## config.mk

```make
export PLATFORM = sky130hd
export DESIGN_NAME = ble_packet_tx
export DESIGN_NICKNAME = d
export VERILOG_FILES = /design/src/rtl/ble_pkg.sv /design/src/rtl/ble_crc24.sv /design/src/rtl/ble_packet_tx.sv
export SDC_FILE = /design/constraint.sdc
export NUM_CORES = 1
export LEC_CHECK = 0
export CAP_MARGIN = 20
export CORE_MARGIN = 2
export CORE_UTILIZATION = 50
export DETAILED_ROUTE_END_ITERATION = 8
export MAX_ROUTING_LAYER = met4
export PLACE_DENSITY = 0.84
export SLEW_MARGIN = 20
export SYNTH_ARGS = -nofsm -noshare
export SYNTH_HDL_FRONTEND = slang
export SYNTH_SLANG_ARGS = --single-unit
```

## constraint.sdc

```tcl
create_clock -name clk -period 5.1 [get_ports clk]
set_clock_uncertainty 0.05 [all_clocks]
set_input_delay 1.02 -clock clk [delete_from_list [all_inputs] [get_ports clk]]
set_output_delay 1.02 -clock clk [all_outputs]
set_load 0.02 [all_outputs]
```

## src/rtl/ble_pkg.sv

```systemverilog
// Shared constants, state encoding and whitening helpers for the BLE 1M packet transmitter.
package ble_pkg;

  localparam int unsigned PDU_LEN_MAX  = 39;
  localparam int unsigned PREAMBLE_LEN = 8;
  localparam int unsigned ACC_ADDR_LEN = 32;
  localparam int unsigned CRC_LEN      = 24;
  localparam int unsigned LEN_W        = 6;
  localparam int unsigned CNT_W        = 9;
  localparam int unsigned WHITE_W      = 7;

  localparam logic [CRC_LEN-1:0] CRC_POLY = 24'h00065B;
  localparam logic [CRC_LEN-1:0] CRC_INIT = 24'h555555;

  localparam logic [7:0] PREAMBLE_AA = 8'hAA;
  localparam logic [7:0] PREAMBLE_55 = 8'h55;

  typedef enum logic [2:0] {
    ST_IDLE,
    ST_PREAMBLE,
    ST_ACCESS,
    ST_PDU,
    ST_CRC
  } state_t;

  // Channel index bit-reversed into w[6:1], w[0] forced to 1.
  function automatic logic [WHITE_W-1:0] whiten_seed(input logic [LEN_W-1:0] ch);
    return {ch[0], ch[1], ch[2], ch[3], ch[4], ch[5], 1'b1};
  endfunction

  function automatic logic [WHITE_W-1:0] whiten_next(input logic [WHITE_W-1:0] w);
    return {w[5], w[4], w[3] ^ w[6], w[2], w[1], w[0], w[6]};
  endfunction

endpackage

```

## src/rtl/ble_crc24.sv

```systemverilog
// Serial CRC24 register: preset, one-bit-per-cycle update, and MSB-first shift-out.
module ble_crc24
  import ble_pkg::*;
(
  input  logic clk,
  input  logic rst,
  input  logic preset,
  input  logic bit_en,
  input  logic bit_in,
  input  logic shift_en,
  output logic msb
);

  logic [CRC_LEN-1:0] crc_q;
  logic               fb;

  assign fb  = crc_q[CRC_LEN-1] ^ bit_in;
  assign msb = crc_q[CRC_LEN-1];

  always_ff @(posedge clk) begin
    if (rst) begin
      crc_q <= '0;
    end else if (preset) begin
      crc_q <= CRC_INIT;
    end else if (bit_en) begin
      crc_q <= {crc_q[CRC_LEN-2:0], 1'b0} ^ (fb ? CRC_POLY : '0);
    end else if (shift_en) begin
      crc_q <= {crc_q[CRC_LEN-2:0], 1'b0};
    end
  end

endmodule

```

## src/rtl/ble_packet_tx.sv

```systemverilog
// BLE 1M uncoded packet serialiser: preamble, access address, PDU and CRC24, one bit per symbol tick.
// Define BLE_TX_WHITEN_EN to whiten PDU and CRC bits; otherwise they go out raw.
module ble_packet_tx
  import ble_pkg::*;
(
  input  logic             clk,
  input  logic             rst,
  input  logic             symbol_tick,
  input  logic             start,
  input  logic [31:0]      acc_addr,
  input  logic [LEN_W-1:0] channel,
  input  logic [LEN_W-1:0] pdu_len,
  input  logic [7:0]       pdu_data,
  input  logic             pdu_valid,
  output logic             pdu_ready,
  output logic             symbol_out,
  output logic             symbol_valid,
  output logic             busy,
  output logic             done,
  output logic             err
);

  state_t             state_q, state_d;
  logic [CNT_W-1:0]   cnt_q, cnt_d, cnt_inc, pdu_last;
  logic [LEN_W-1:0]   len_q, len_d, fetched_q, fetched_d;
  logic [31:0]        aa_q, aa_d;
  logic [7:0]         sr_q, sr_d, buf_q, buf_d, preamble;
  logic               full_q, full_d;
  logic               busy_d, valid_d, so_d, done_d, err_d, ready_d;
  logic               len_ok, byte_load, underrun, pdu_emit, crc_emit, raw_bit;
  logic               crc_preset, crc_bit_en, crc_shift, crc_msb;
  logic               wbit, seed_load, white_adv;

  assign cnt_inc  = cnt_q + CNT_W'(1);
  assign pdu_last = {len_q, 3'b000} - CNT_W'(1);
  assign preamble = aa_q[0] ? PREAMBLE_55 : PREAMBLE_AA;
  assign len_ok   = (pdu_len >= LEN_W'(2)) && (pdu_len <= LEN_W'(PDU_LEN_MAX));

  ble_crc24 u_crc (
    .clk      (clk),
    .rst      (rst),
    .preset   (crc_preset),
    .bit_en   (crc_bit_en),
    .bit_in   (raw_bit),
    .shift_en (crc_shift),
    .msb      (crc_msb)
  );

`ifdef BLE_TX_WHITEN_EN
  logic [WHITE_W-1:0] w_q, w_d;

  always_comb begin
    w_d = w_q;
    if (seed_load)      w_d = whiten_seed(channel);
    else if (white_adv) w_d = whiten_next(w_q);
  end

  always_ff @(posedge clk) begin
    if (rst) w_q <= '0;
    else     w_q <= w_d;
  end

  assign wbit = w_q[WHITE_W-1];
`else
  logic unused_white;
  assign unused_white = ^{channel, seed_load, white_adv};
  assign wbit         = 1'b0;
`endif

  // Next-state and output decode; every symbol change is qualified by symbol_tick.
  always_comb begin
    state_d    = state_q;
    cnt_d      = cnt_q;
    len_d      = len_q;
    aa_d       = aa_q;
    sr_d       = sr_q;
    buf_d      = buf_q;
    full_d     = full_q;
    fetched_d  = fetched_q;
    busy_d     = busy;
    valid_d    = symbol_valid;
    so_d       = symbol_out;
    done_d     = 1'b0;
    err_d      = 1'b0;
    seed_load  = 1'b0;
    white_adv  = 1'b0;
    crc_preset = 1'b0;
    crc_bit_en = 1'b0;
    crc_shift  = 1'b0;
    byte_load  = 1'b0;
    underrun   = 1'b0;
    pdu_emit   = 1'b0;
    crc_emit   = 1'b0;
    raw_bit    = 1'b0;

    if (pdu_valid && pdu_ready) begin
      buf_d     = pdu_data;
      full_d    = 1'b1;
      fetched_d = fetched_q + LEN_W'(1);
    end

    case (state_q)
      ST_IDLE: begin
        if (start) begin
          if (len_ok) begin
            state_d    = ST_PREAMBLE;
            len_d      = pdu_len;
            aa_d       = acc_addr;
            cnt_d      = '0;
            fetched_d  = '0;
            full_d     = 1'b0;
            busy_d     = 1'b1;
            valid_d    = 1'b0;
            so_d       = 1'b0;
            seed_load  = 1'b1;
            crc_preset = 1'b1;
          end else begin
            err_d = 1'b1;
          end
        end
      end
      ST_PREAMBLE: begin
        if (symbol_tick) begin
          if (!symbol_valid) begin
            valid_d = 1'b1;
            so_d    = preamble[0];
            cnt_d   = '0;
          end else if (cnt_q == CNT_W'(PREAMBLE_LEN - 1)) begin
            state_d = ST_ACCESS;
            cnt_d   = '0;
            so_d    = aa_q[0];
          end else begin
            cnt_d = cnt_inc;
            so_d  = preamble[cnt_inc[2:0]];
          end
        end
      end
      ST_ACCESS: begin
        if (symbol_tick) begin
          if (cnt_q == CNT_W'(ACC_ADDR_LEN - 1)) begin
            if (full_q) begin
              state_d   = ST_PDU;
              cnt_d     = '0;
              byte_load = 1'b1;
            end else begin
              underrun = 1'b1;
            end
          end else begin
            cnt_d = cnt_inc;
            so_d  = aa_q[cnt_inc[4:0]];
          end
        end
      end
      ST_PDU: begin
        if (symbol_tick) begin
          if (cnt_q == pdu_last) begin
            state_d  = ST_CRC;
            cnt_d    = '0;
            crc_emit = 1'b1;
          end else if (cnt_q[2:0] == 3'd7) begin
            if (full_q) begin
              cnt_d     = cnt_inc;
              byte_load = 1'b1;
            end else begin
              underrun = 1'b1;
            end
          end else begin
            cnt_d    = cnt_inc;
            pdu_emit = 1'b1;
            raw_bit  = sr_q[0];
            sr_d     = {1'b0, sr_q[7:1]};
          end
        end
      end
      ST_CRC: begin
        if (symbol_tick) begin
          if (cnt_q == CNT_W'(CRC_LEN - 1)) begin
            state_d = ST_IDLE;
            cnt_d   = '0;
            valid_d = 1'b0;
            busy_d  = 1'b0;
            so_d    = 1'b0;
            done_d  = 1'b1;
          end else begin
            cnt_d    = cnt_inc;
            crc_emit = 1'b1;
          end
        end
      end
      default: state_d = ST_IDLE;
    endcase

    // Byte boundary: buffered byte becomes the shift register, its bit 0 goes out now.
    if (byte_load) begin
      pdu_emit = 1'b1;
      raw_bit  = buf_q[0];
      sr_d     = {1'b0, buf_q[7:1]};
      full_d   = 1'b0;
    end
    if (underrun) begin
      state_d = ST_IDLE;
      cnt_d   = '0;
      valid_d = 1'b0;
      busy_d  = 1'b0;
      so_d    = 1'b0;
      full_d  = 1'b0;
      err_d   = 1'b1;
    end
    if (pdu_emit) begin
      so_d       = raw_bit ^ wbit;
      crc_bit_en = 1'b1;
      white_adv  = 1'b1;
    end
    if (crc_emit) begin
      so_d      = crc_msb ^ wbit;
      crc_shift = 1'b1;
      white_adv = 1'b1;
    end

    ready_d = busy_d && !full_d && (fetched_d < len_d);
  end

  always_ff @(posedge clk) begin
    if (rst) begin
      state_q      <= ST_IDLE;
      cnt_q        <= '0;
      len_q        <= '0;
      aa_q         <= '0;
      sr_q         <= '0;
      buf_q        <= '0;
      full_q       <= 1'b0;
      fetched_q    <= '0;
      busy         <= 1'b0;
      symbol_valid <= 1'b0;
      symbol_out   <= 1'b0;
      done         <= 1'b0;
      err          <= 1'b0;
      pdu_ready    <= 1'b0;
    end else begin
      state_q      <= state_d;
      cnt_q        <= cnt_d;
      len_q        <= len_d;
      aa_q         <= aa_d;
      sr_q         <= sr_d;
      buf_q        <= buf_d;
      full_q       <= full_d;
      fetched_q    <= fetched_d;
      busy         <= busy_d;
      symbol_valid <= valid_d;
      symbol_out   <= so_d;
      done         <= done_d;
      err          <= err_d;
      pdu_ready    <= ready_d;
    end
  end

endmodule

```

; Word-level counts from Yosys, hierarchy flattened
; Index checks and enable logic that the tools add are counted.
; Widths: inputs -> output; s select.
[op_classes]
mul = 0
n_eq_ne = 32
muxes = 115
magnitude_cmp = 5
n_shift = 0
bitwise = 4
n_addsub = 3
n_reduce_logical = 22
div_mod_pow = 0
[ops]
columns = cell, n
row1 = $mux 9, 14
row2 = $mux 1, 62
row3 = $mux 24, 2
row4 = $pmux 9 s5, 1
row5 = $mux 6, 7
row6 = $mux 3, 12
row7 = $mux 7, 5
row8 = $ne 5x5->1 const B, 7
row9 = $ne 2x2->1 const B, 14
row10 = $xor 24x24->24, 1
row11 = $mux 23, 1
row12 = $eq 9x5->1 const B, 2
row13 = $pmux 3 s5, 1
row14 = $reduce_and 12->1, 1
row15 = $mux 11, 1
row16 = $add 9x1->9 const B, 1
row17 = $eq 9x3->1 const B, 1
row18 = $eq 9x9->1, 1
row19 = $reduce_and 9->1, 1
row20 = $sub 9x1->9 const B, 1
row21 = $mux 8, 1
row22 = $pmux 1 s2, 4
row23 = $reduce_and 8->1, 1
row24 = $reduce_bool 7->1, 1
row25 = other kinds (28), 38
[word_totals]
ram_bits = 0
latchBits = 0
mem_count = 0
rom_bits = 0
ff_bits = 102
output_inout_bits = 6
inputBits = 57

; Depth between registers and ports, before layout
; Gate-level depths: netlist (run 1).
[depth]
depth_word = 11
mapped_depth = 12

; Modules after synthesis
; Synthesis (run 1) repeated with hierarchy kept, for this count alone.
[hier_totals]
hier_cells = 613
area_unflattened_um2 = 5022.3
[by_module_without_submodules]
columns = module, area_per_inst_um2, instances, seq_area_each_um2, cells_each
row1 = ble_packet_tx, 4003.8, 1, 1561.5, 495
row2 = ble_crc24, 1018.5, 1, 480.5, 118

; Worst setup path before layout (run 1)
; No wires, ideal clock.
[synth_timing]
path_type = input to register
start = input pdu_len[3]
end = register pdu_ready
setup_time_ns = 0.115
path_slack_ns = 1.674
arrival_ns = 3.261
required_ns = 4.935
cell_stages = 11
cell_sequence = nor2_1 -> mux2i_1 -> and3_1 -> clkbuf_1 -> clkbuf_1 -> nor2_1 -> ha_1 -> a31o_2 -> a21oi_1 -> o21ai_0 -> a2111oi_0
[synth_between]
word_cells_on_any_way = 22
classes_between = order compare (3) / mux (15) / reduce/logical (4)
[synth_lines]
columns = item, line
row1 = start: declaration, ble_packet_tx.sv:12  ; input logic [LEN_W-1:0] pdu_len,
row2 = $ge 6x2->1 / $le 6x6->1 (equally long branches), ble_packet_tx.sv:37  ; assign len_ok = (pdu_len >= LEN_W'(2)) && (pdu_len <= LEN_W'(PDU_LEN_MAX));
row3 = $logic_and 1x1->1 (*), ble_packet_tx.sv:37
row4 = $mux 6 (*), ble_packet_tx.sv:105  ; if (len_ok) begin
row5 = $mux 6 (*), ble_packet_tx.sv:104  ; if (start) begin
row6 = $mux 6 (*), ble_packet_tx.sv:102  ; case (state_q)
row7 = net fetched_d[1], ble_packet_tx.sv:25  ; logic [LEN_W-1:0] len_q, len_d, fetched_q, fetched_d;
row8 = $lt 6x6->1 (*), ble_packet_tx.sv:220  ; ready_d = busy_d && !full_d && (fetched_d < len_d);
row9 = $logic_and 1x1->1 (*), ble_packet_tx.sv:220
row10 = end signal: assignment, ble_packet_tx.sv:253  ; pdu_ready <= ready_d;
row11 = end: declaration, ble_packet_tx.sv:15  ; output logic pdu_ready,
; Mark *: on every way through the listed nets, which the timed path passes. The rest lies on a longest branch.
; A chain may end at the register's enable or synchronous reset.

; Worst setup path in the final report (run 1)
[layout_timing]
start = input pdu_len[3]
end = register pdu_ready
[layout_between]
elab_chain_cells = 10
word_cells_on_any_way = 22
classes_between = order compare (3) / mux (15) / reduce/logical (4)
[layout_rtl]
columns = item, line
row1 = branches (longest 9 deep; another with $ge 6x2->1), --
row2 = $logic_and 1x1->1 (*), ble_packet_tx.sv:220
; Mark *: on every way between the ends.

==> results of run 1 <==
how the worst max path moves through the flow:
stage / from / end / slack, ns / cells after the start
after floorplan: pdu_len[3] / pdu_ready / 1.67 / 11
after global placement: pdu_len[3] / pdu_ready / 1.10 / 10
after detailed placement: pdu_len[3] / pdu_ready / 0.92 / 10
after CTS: pdu_len[3] / pdu_ready / 1.27 / 10
after global routing: pdu_len[3] / pdu_ready / 0.86 / 10
final: pdu_len[3] / pdu_ready / 1.23 / 10
cell type report:
cell class | instances | area [um2] | share of cell area [%]
multi-input cells | 434 | 2620 | 46.5
flip-flops and latches | 102 | 2040 | 36.2
repair buffers | 60 | 586 | 10.4
well taps | 133 | 166 | 2.95
clock buffers | 10 | 138 | 2.44
clock inverters | 6 | 52.6 | 0.931
inverters | 10 | 37.5 | 0.665
flip-flops by register name, summed over array words and instances (netlist names), 3 cells and up:
| register | flops |
|---|---|
| sr_q | 7 |
| u_crc.crc_q | 24 |
| buf_q | 8 |
| state_q | 3 |
| aa_q | 32 |
| len_q | 6 |
| fetched_q | 6 |
| cnt_q | 9 |
where the power goes:
group          switching, mW  leakage (nW)  internal (mW)  total, mW
clock network          0.298        0.0910          0.198      0.496
registers             0.0367         0.830          0.840      0.877
logic                  0.138          1.08          0.119      0.256
per-layer routing:
| layer | up-vias | track usage, % |
|---|---|---|
| li1 | 2085 | - |
| met1 | 1969 | 28.8 |
| met2 | 82 | 34.7 |
| met3 | 11 | 4.61 |
| met4 | 0 | 6.46 |
| met5 | - | - |
cells in the final DEF (no fill, tap or decap), types with 6 or more instances in the layout:
cell type          n
nand2_1          136
dfxtp_1          102
a21oi_1           67
nor2_1            58
clkdlybuf4s50_1   55
nand3_1           14
nor3_1            12
xor2_1            12
mux2i_1           11
inv_1             10
a31oi_1           10
mux4_2            10
clkbuf_8          10
ha_1               9
o21ai_0            8
xnor2_1            7
nor2b_1            7
nor4_1             7
nand2b_1           6
a211oi_2           6
synthesized netlist by cell type (3+ instances only):
cell type and count:
nand2_1 136, dfxtp_1 102, a21oi_1 67, nor2_1 58, clkbuf_1 27, nand3_1 14
nor3_1 12, xor2_1 12, mux2i_1 11, a31oi_1 10, inv_1 10, mux4_2 10
ha_1 9, o21ai_0 8, nor2b_1 7, nor4_1 7, xnor2_1 7, a211oi_2 6
nand2b_1 6, buf_2 5, nand3b_1 4, nand4_1 4, a22oi_1 3, and3_1 3
buf_4 3
metrics by stage:
step,util [%],total power [mW],cells,instance area [um2]
after floorplan,-,1.06,583,4870
after global placement,56.8,1.14,739,5450
after detailed placement,56.8,1.15,739,5450
after CTS,58.8,1.64,755,5640
after global routing,58.8,1.71,755,5640
final,58.8,1.63,755,5640
worst reg2reg max path, cell delays in order (launching register included):
cell      delay [ns]
dfxtp_1         0.72
ha_1            0.30
nand2_1         0.16
nor3_1          0.39
o211ai_4        0.18
nor3_1          0.37
a21bo_2         0.23
a21o_1          0.66
nor3_1          0.13
a211oi_2        0.22
cell families (layout without fill, tap and decap cells):
| kind of cell | after synthesis | after routing | synth area share, % |
|---|---|---|---|
| fa+ha+maj | 9 | 9 | 2.31 |
| buf+inv | 47 | 86 | 4.14 |
| xor+xnor | 19 | 19 | 3.42 |
| simple gates | 262 | 262 | 24.1 |
| mux | 21 | 21 | 6.89 |
| compound gates | 123 | 123 | 17.2 |
| flops | 102 | 102 | 42.0 |
==> flow_summary.json, run 1 <==
{
  "synth-seq-cells": 102,
  "wl_met1_mm": 4.84,
  "cts.sinks": 102,
  "pre_cts_ws_ns": 0.919,
  "dieWidth_um": 103,
  "leakagePower_nw": 2.00,
  "period_needed_ns": 3.87,
  "postCtsSetupBuffers": 0,
  "cts_resized": 0,
  "ant_nets": 0,
  "synthFlopType": "dfxtp_1",
  "hpwl_mm": 7.61,
  "routed_via_density": 5.49,
  "drt_pass1_iterations": 5,
  "start_util_pct": 50.7,
  "yosysSeqAreaShare_pct": 42.0,
  "nets": 683,
  "arrival_ns": 4.06,
  "yosysWarnings": 0,
  "diodes": 0,
  "grt_first_pass_wirelength_mm": 18.0,
  "core_um2": 9590,
  "worstSkewPairLatency_ns": 0.38,
  "setup.worst_path.class": "input port to register",
  "rsz0062_at_grt": "false",
  "syn_area_um2": 4870,
  "reg2reg_depth": 9,
  "worstPathMaxFanout": 11,
  "slowest_delay_ns": 0.51,
  "crit_family": "compound AO/OA/AOI/OAI gates",
  "worstPathCellList": "clkdlybuf4s50_1 > nor2_1 > mux2i_1 > and3_1 > mux2i_1 > ha_1 > a31o_2 > a21oi_1 > o21ai_0 > a2111oi_0",
  "hold_violations": 0,
  "grt_max_degree": 70,
  "drc_errors": 0,
  "chipHeight_um": 103,
  "clock_path_buffers": 2,
  "startpoint_type": "input port",
  "numPortBuffers": 56,
  "finalCritPeriodShare_pct": 75.9,
  "row_count": 36,
  "routed-via-count": 4147,
  "worstHoldPathCells": 2,
  "hold_ws_ns": 0.406,
  "synth-async-reset-ratio_pct": 0,
  "drt_iter0_drc": 229,
  "cts-root-buf": "clkbuf_8",
  "path_clk_slew_ns": 0.10,
  "setup_ws_ns": 1.23,
  "grt_antenna_before_repair": 0,
  "cts-buffers-inserted": 9,
  "crit_required_ns": 5.29,
  "syn_area_per_cell_um2": 8.35,
  "h-tree-depth": 3,
  "synth_cell_types": 59,
  "run_status": "finished clean",
  "wl_per_cell_um": 14.2,
  "r2r_slack_ns": 1.60,
  "routed_wl_mm": 10.7,
  "hold_buffers": 0,
  "ir_drop_mv": 0.153,
  "grt_overflow": 0,
  "fillCellCount": 861,
  "synth_top_area_share_pct": 42.0,
  "setup_violations": 0,
  "hold_class": "register to register",
  "area_delta_synth_final_pct": 16.0,
  "hold_end": "u_crc.crc_q[15]",
  "worstReg2RegEnd": "u_crc.crc_q[6]",
  "cts_tree": "built",
  "tns_ns": 0,
  "maxCapViolCount": 0,
  "cp-end-kind": "register",
  "syn_inst": 583,
  "crit_top_cell": "mux2i_1",
  "synth-edff-count": 0,
  "track_usage_pct": 22.1,
  "power_density_nw_per_um2": 289,
  "slew_headroom_pct": 45.7,
  "maxUsedRoutingLayer": "met4",
  "synth.area.top_cells": "dfxtp_1 42%, nand2_1 10%, a21oi_1 6.9%",
  "drv_slew": 0,
  "io_pins": 63,
  "wl_met3_um": 437,
  "first_global_vias": 3930,
  "tightest_slew_ns": 0.814,
  "yosysTopAreaCell": "dfxtp_1",
  "worstHoldStart": "u_crc.crc_q[15]",
  "rr_startpoint": "cnt_q[0]",
  "gp_congestion": 0.854,
  "drive_above_1_share_pct": 8.36,
  "max_freq_ghz": 0.258,
  "path_buf_inv": 1,
  "syn_nets": 649,
  "die_area_um2": 10500,
  "critPathSlowestCell": "and3_1",
  "wl_met2_mm": 5.31
}
Power figures use the tool's default switching activity.
==> run 2: changes to the inputs <==
--- a/config.mk
+++ b/config.mk
@@ -10,7 +10,7 @@
 export CORE_UTILIZATION = 50
 export DETAILED_ROUTE_END_ITERATION = 8
 export MAX_ROUTING_LAYER = met4
-export PLACE_DENSITY = 0.84
+export PLACE_DENSITY = 0.87
 export SLEW_MARGIN = 20
 export SYNTH_ARGS = -nofsm -noshare
 export SYNTH_HDL_FRONTEND = slang
==> constraint.sdc (replaced) <==
create_clock -name clk -period 3.5 [get_ports clk]
set_clock_uncertainty 0.05 [all_clocks]
set_input_delay 0.7 -clock clk [delete_from_list [all_inputs] [get_ports clk]]
set_output_delay 0.7 -clock clk [all_outputs]
set_load 0.02 [all_outputs]
==> run 2 against run 1 <==
Against the previous run:
- total power rose by 49%
- die area is the same
- sequential share of layout area decreased by 0.61 points
- largest power group unchanged
- global-route usage up 0.31 points
- clock-buffer cell count is the same
- combinational power up 52%
- core utilization up 1.0 points
- via count is 3.3% higher
- first-iteration DRC count up 17%
- cell count increased by 1.2%
- sequential power increased by 46%
- critical path type is now register to register
==> flow_summary.json, run 2 (synthesis results as in run 1) <==
{
  "drt_pass1_iterations": 5,
  "crit_path_end": "u_crc.crc_q[6]",
  "drt_iter0_drc": 267,
  "leakagePower_nw": 2.05,
  "wl_per_cell_um": 14.6,
  "first_global_vias": 4000,
  "worstPathMaxFanout": 9,
  "drv_slew": 0,
  "core_um2": 9590,
  "slowest_delay_ns": 0.49,
  "start_util_pct": 50.7,
  "max_freq_ghz": 0.319,
  "largest_reg_flops": 32,
  "layout_commonest_cell": "nand2_1",
  "chipHeight_um": 103,
  "grt_first_pass_wirelength_mm": 18.2,
  "path_buf_inv": 1,
  "cts_resized": 0,
  "cts_tree": "built",
  "row_count": 36,
  "run_status": "finished clean",
  "path_clk_slew_ns": 0.10,
  "setup.worst_path.class": "register to register",
  "hpwl_mm": 8.08,
  "routed_wl_mm": 11.1,
  "crit_required_ns": 3.68,
  "arrival_ns": 3.32,
  "drc_errors": 0,
  "rsz0062_at_grt": "false",
  "crit_family": "compound AO/OA/AOI/OAI gates",
  "worstReg2RegEnd": "u_crc.crc_q[6]",
  "hold_class": "register to register",
  "startpoint_type": "register",
  "r2r_slack_ns": 0.36,
  "layout_common_cells": "136 x nand2_1, 102 x dfxtp_1, 67 x a21oi_1",
  "die_area_um2": 10500,
  "period_needed_ns": 3.14,
  "nets": 692,
  "tns_ns": 0,
  "tightest_slew_ns": 0.699,
  "cp_num_cells": 10,
  "routed-via-count": 4283,
  "maxCapViolCount": 0,
  "h-tree-depth": 3,
  "dieWidth_um": 103,
  "io_pins": 63,
  "clock_path_buffers": 2,
  "cp-end-kind": "register",
  "ir_drop_mv": 0.191,
  "track_usage_pct": 22.4,
  "cts-buffers-inserted": 9,
  "diodes": 0,
  "crit_top_cell": "a211oi_2",
  "crit_start": "len_q[0]",
  "hold_ws_ns": 0.406,
  "numPortBuffers": 56,
  "gp_congestion": 0.895,
  "cts-root-buf": "clkbuf_8",
  "postCtsSetupBuffers": 0,
  "grt_antenna_before_repair": 0,
  "drive_above_1_share_pct": 9.67,
  "rr_startpoint": "len_q[0]",
  "grt_max_degree": 69,
  "hold_buffers": 0,
  "slew_headroom_pct": 53.4,
  "reg2reg_depth": 10,
  "routed_via_density": 5.61,
  "setup_violations": 0,
  "regMostFlops": "aa_q",
  "hold_violations": 0,
  "fillCellCount": 828,
  "finalCritPeriodShare_pct": 89.7,
  "power_density_nw_per_um2": 424,
  "grt_overflow": 0,
  "worstSkewPairLatency_ns": 0.37,
  "cts.sinks": 102,
  "worstPathCellList": "inv_1 > ha_1 > xnor2_1 > nor3_1 > o211ai_4 > a211oi_2 > or2_1 > a2bb2oi_4 > xor2_1 > a211oi_2",
  "ant_nets": 0,
  "area_delta_synth_final_pct": 18.0,
  "top_regs": "aa_q x32, u_crc.crc_q x24, cnt_q x9",
  "critPathSlowestCell": "dfxtp_1"
}
[run 2: cell types whose count changed in the layout (fill, tap and decap cells not counted), sizes merged]
cell,previous run,this run
buf,5,14
clkinv,2,0
clkinvlp,2,4
bufinv,0,1
inv,12,11
[run 2: power breakdown]
part           internal (mW)  switching (mW)  total (mW)  leakage (nW)
clock                  0.352           0.413       0.765        0.0912
sequential              1.22          0.0544        1.28         0.830
combinational          0.182           0.205       0.388          1.13
[run 2: per-stage QoR]
step | worst slack (ns) | area (um2) | instances | power [mW] | utilization [%]
3_5_place_dp | 0.117 | 5530 | 748 | 1.69 | 57.7
2_1_floorplan | 0.394 | 4870 | 583 | 1.54 | -
5_1_grt | 0.162 | 5740 | 764 | 2.54 | 59.8
4_1_cts | 0.371 | 5740 | 764 | 2.44 | 59.8
6_report | 0.362 | 5740 | 764 | 2.43 | 59.8
3_3_place_gp | 0.212 | 5530 | 748 | 1.67 | 57.7
[run 2: tightest hold or removal path: stages, from the launching register on]
cell and delay, ns:
dfxtp_1 0.32, nand2_1 0.05, a21oi_1 0.05
[run 2: cell type report]
cell class,instances,area [um2],share of cell area (%)
multi-input cells,434,2620,45.7
flip-flops and latches,102,2040,35.6
repair buffers,69,666,11.6
well taps,133,166,2.90
clock buffers,10,138,2.40
clock inverters,6,68.8,1.20
inverters,10,37.5,0.654
[run 2: worst min path at each step]
| stage | startpoint | cells past startpoint | to |
|---|---|---|---|
| after floorplan | u_crc.crc_q[11] | 2 | u_crc.crc_q[11] |
| after global placement | u_crc.crc_q[17] | 2 | u_crc.crc_q[17] |
| after detailed placement | u_crc.crc_q[13] | 2 | u_crc.crc_q[13] |
| after CTS | u_crc.crc_q[13] | 2 | u_crc.crc_q[13] |
| after global routing | u_crc.crc_q[13] | 2 | u_crc.crc_q[13] |
| final | u_crc.crc_q[11] | 2 | u_crc.crc_q[11] |
[run 2: per-layer routing]
layer / vias to the layer above / track usage, % / routed length [um]
li1: 2094 / - / -
met1: 2044 / 28.7 / 4750
met2: 129 / 36.3 / 5700
met3: 16 / 3.12 / 541
met4: 0 / 7.90 / 159
met5: - / - / 0
==> run 3: changes to the inputs <==
--- a/config.mk
+++ b/config.mk
@@ -8,6 +8,7 @@
 export CAP_MARGIN = 20
 export CORE_MARGIN = 2
 export CORE_UTILIZATION = 50
+export CTS_BUF_LIST = sky130_fd_sc_hd__clkbuf_16
 export DETAILED_ROUTE_END_ITERATION = 8
 export MAX_ROUTING_LAYER = met4
 export PLACE_DENSITY = 0.87
==> run 3 against run 2 <==
Against the previous run:
- flip-flop and latch count stayed put
- combinational power barely moved
- via count increased by 0.84%
- largest power group unchanged
- largest cell class unchanged
- maximum frequency decreased by 1.5%
- global-route usage grew 0.47 points
- sequential share of layout area decreased by 0.56 points
==> flow_summary.json, run 3 (synthesis results as in run 1) <==
{
  "grt_overflow": 0,
  "chipHeight_um": 103,
  "crit_top_cell": "a211oi_2",
  "layout_commonest_cell": "nand2_1",
  "tns_ns": 0,
  "setup.worst_path.class": "register to register",
  "clock_path_buffers": 2,
  "cts.sinks": 102,
  "grt_antenna_before_repair": 0,
  "critPathSlowestCell": "dfxtp_1",
  "period_needed_ns": 3.19,
  "worstReg2RegEnd": "u_crc.crc_q[6]",
  "first_global_vias": 4097,
  "wl_per_cell_um": 14.8,
  "finalCritPeriodShare_pct": 91.0,
  "cp-end-kind": "register",
  "dieWidth_um": 103,
  "die_area_um2": 10500,
  "largest_reg_flops": 32,
  "pre_cts_ws_ns": 0.117,
  "comb_power_share_pct": 14.5,
  "start_util_pct": 50.7,
  "cts-root-buf": "clkbuf_16",
  "hold_class": "register to register",
  "crit_path_end": "u_crc.crc_q[6]",
  "area_delta_synth_final_pct": 19.9,
  "pwr-share-seq_pct": 48.0,
  "hold_buffers": 0,
  "leakagePower_nw": 2.09,
  "gp_congestion": 0.895,
  "routed_wl_mm": 11.3,
  "cts_tree": "built",
  "drt_iter0_drc": 217,
  "routed_via_density": 5.65,
  "setup_violations": 0,
  "ant_nets": 0,
  "io_pins": 63,
  "drive_above_1_share_pct": 9.51,
  "swShare_pct": 26.4,
  "row_count": 36,
  "drv_slew": 0,
  "numPortBuffers": 56,
  "cts_resized": 0,
  "grt_max_degree": 69,
  "arrival_ns": 3.33,
  "path_clk_slew_ns": 0.07,
  "track_usage_pct": 22.9,
  "r2r_slack_ns": 0.31,
  "h-tree-depth": 3,
  "slew_headroom_pct": 53.4,
  "regMostFlops": "aa_q",
  "max_freq_ghz": 0.314,
  "top_regs": "aa_q x32, u_crc.crc_q x24, cnt_q x9",
  "slowest_delay_ns": 0.48,
  "power_density_nw_per_um2": 457,
  "drt_pass1_iterations": 5,
  "pwr-share-clk_pct": 37.4,
  "startpoint_type": "register",
  "routed-via-count": 4319,
  "cts-buffers-inserted": 9,
  "hold_violations": 0,
  "reg2reg_depth": 10,
  "setup_ws_ns": 0.314,
  "power_switching_mw": 0.702,
  "crit_family": "compound AO/OA/AOI/OAI gates",
  "postCtsSetupBuffers": 0,
  "hold_ws_ns": 0.402,
  "rr_startpoint": "len_q[0]",
  "crit_required_ns": 3.65,
  "ir_drop_mv": 0.299,
  "grt_first_pass_wirelength_mm": 18.5,
  "layout_common_cells": "136 x nand2_1, 102 x dfxtp_1, 67 x a21oi_1",
  "run_status": "finished clean",
  "worstPathCellList": "inv_1 > ha_1 > xnor2_1 > nor3_1 > o211ai_4 > a211oi_2 > or2_1 > a2bb2oi_4 > xor2_1 > a211oi_2",
  "hpwl_mm": 8.08,
  "path_buf_inv": 1,
  "drc_errors": 0,
  "core_um2": 9590,
  "maxCapViolCount": 0,
  "worstPathMaxFanout": 9,
  "worstSkewPairLatency_ns": 0.34,
  "nets": 692,
  "tightest_slew_ns": 0.699,
  "cp_num_cells": 10,
  "rsz0062_at_grt": "false",
  "diodes": 0,
  "crit_start": "len_q[0]",
  "p_int_mw": 1.96
}
[run 3: changes by cell type in the layout (fill, tap and decap cells not counted)]
cell       before  now
clkbuf_8       10    0
clkbuf_16       0    9
clkinv_1        0    1
[run 3: stage by stage]
step	area (um2)	utilization, %	instances	total power [mW]
2_1_floorplan	4870	-	583	1.54
3_3_place_gp	5530	57.7	748	1.67
3_5_place_dp	5530	57.7	748	1.69
4_1_cts	5830	60.8	764	2.67
5_1_grt	5830	60.8	764	2.77
6_report	5830	60.8	764	2.66
[run 3: per-layer routing]
layer / up-vias / part of all wire [%] / track usage, %
li1: 2095 / - / -
met1: 2068 / 43 / 28.3
met2: 135 / 51 / 37.5
met3: 21 / 4.9 / 3.73
met4: 0 / 1.9 / 8.82
met5: - / 0 / -
[run 3: layout make-up]
| class | count | area, um2 |
|---|---|---|
| fill | 810 | 3760 |
| clock inverter | 7 | 72.6 |
| clock buffer | 9 | 225 |
| sequential | 102 | 2040 |
| tap | 133 | 166 |
| inverter | 10 | 37.5 |
| timing repair buffer | 69 | 666 |
| multi-input combinational | 434 | 2620 |
[run 3: power groups by stage]
stage / combinational (mW) / sequential (mW) / clock [mW]
6_report: 0.386 / 1.28 / 0.997
5_1_grt: 0.425 / 1.29 / 1.06
4_1_cts: 0.387 / 1.28 / 1.01
3_5_place_dp: 0.384 / 1.30 / 0
3_3_place_gp: 0.371 / 1.30 / 0
2_1_floorplan: 0.253 / 1.29 / 0
[run 3: how the worst min path moves through the flow]
stage                                from               to  slack [ns]  cells past startpoint
after floorplan           u_crc.crc_q[11]  u_crc.crc_q[11]        0.38                      2
after global placement    u_crc.crc_q[17]  u_crc.crc_q[17]        0.39                      2
after detailed placement  u_crc.crc_q[13]  u_crc.crc_q[13]        0.39                      2
after CTS                 u_crc.crc_q[11]  u_crc.crc_q[11]        0.40                      2
after global routing      u_crc.crc_q[13]  u_crc.crc_q[13]        0.42                      2
final                     u_crc.crc_q[11]  u_crc.crc_q[11]        0.40                      2
[run 3: tightest hold or removal path, cell delays in order, from the launching register on]
cell	delay, ns
dfxtp_1	0.31
nand2_1	0.05
a21oi_1	0.05
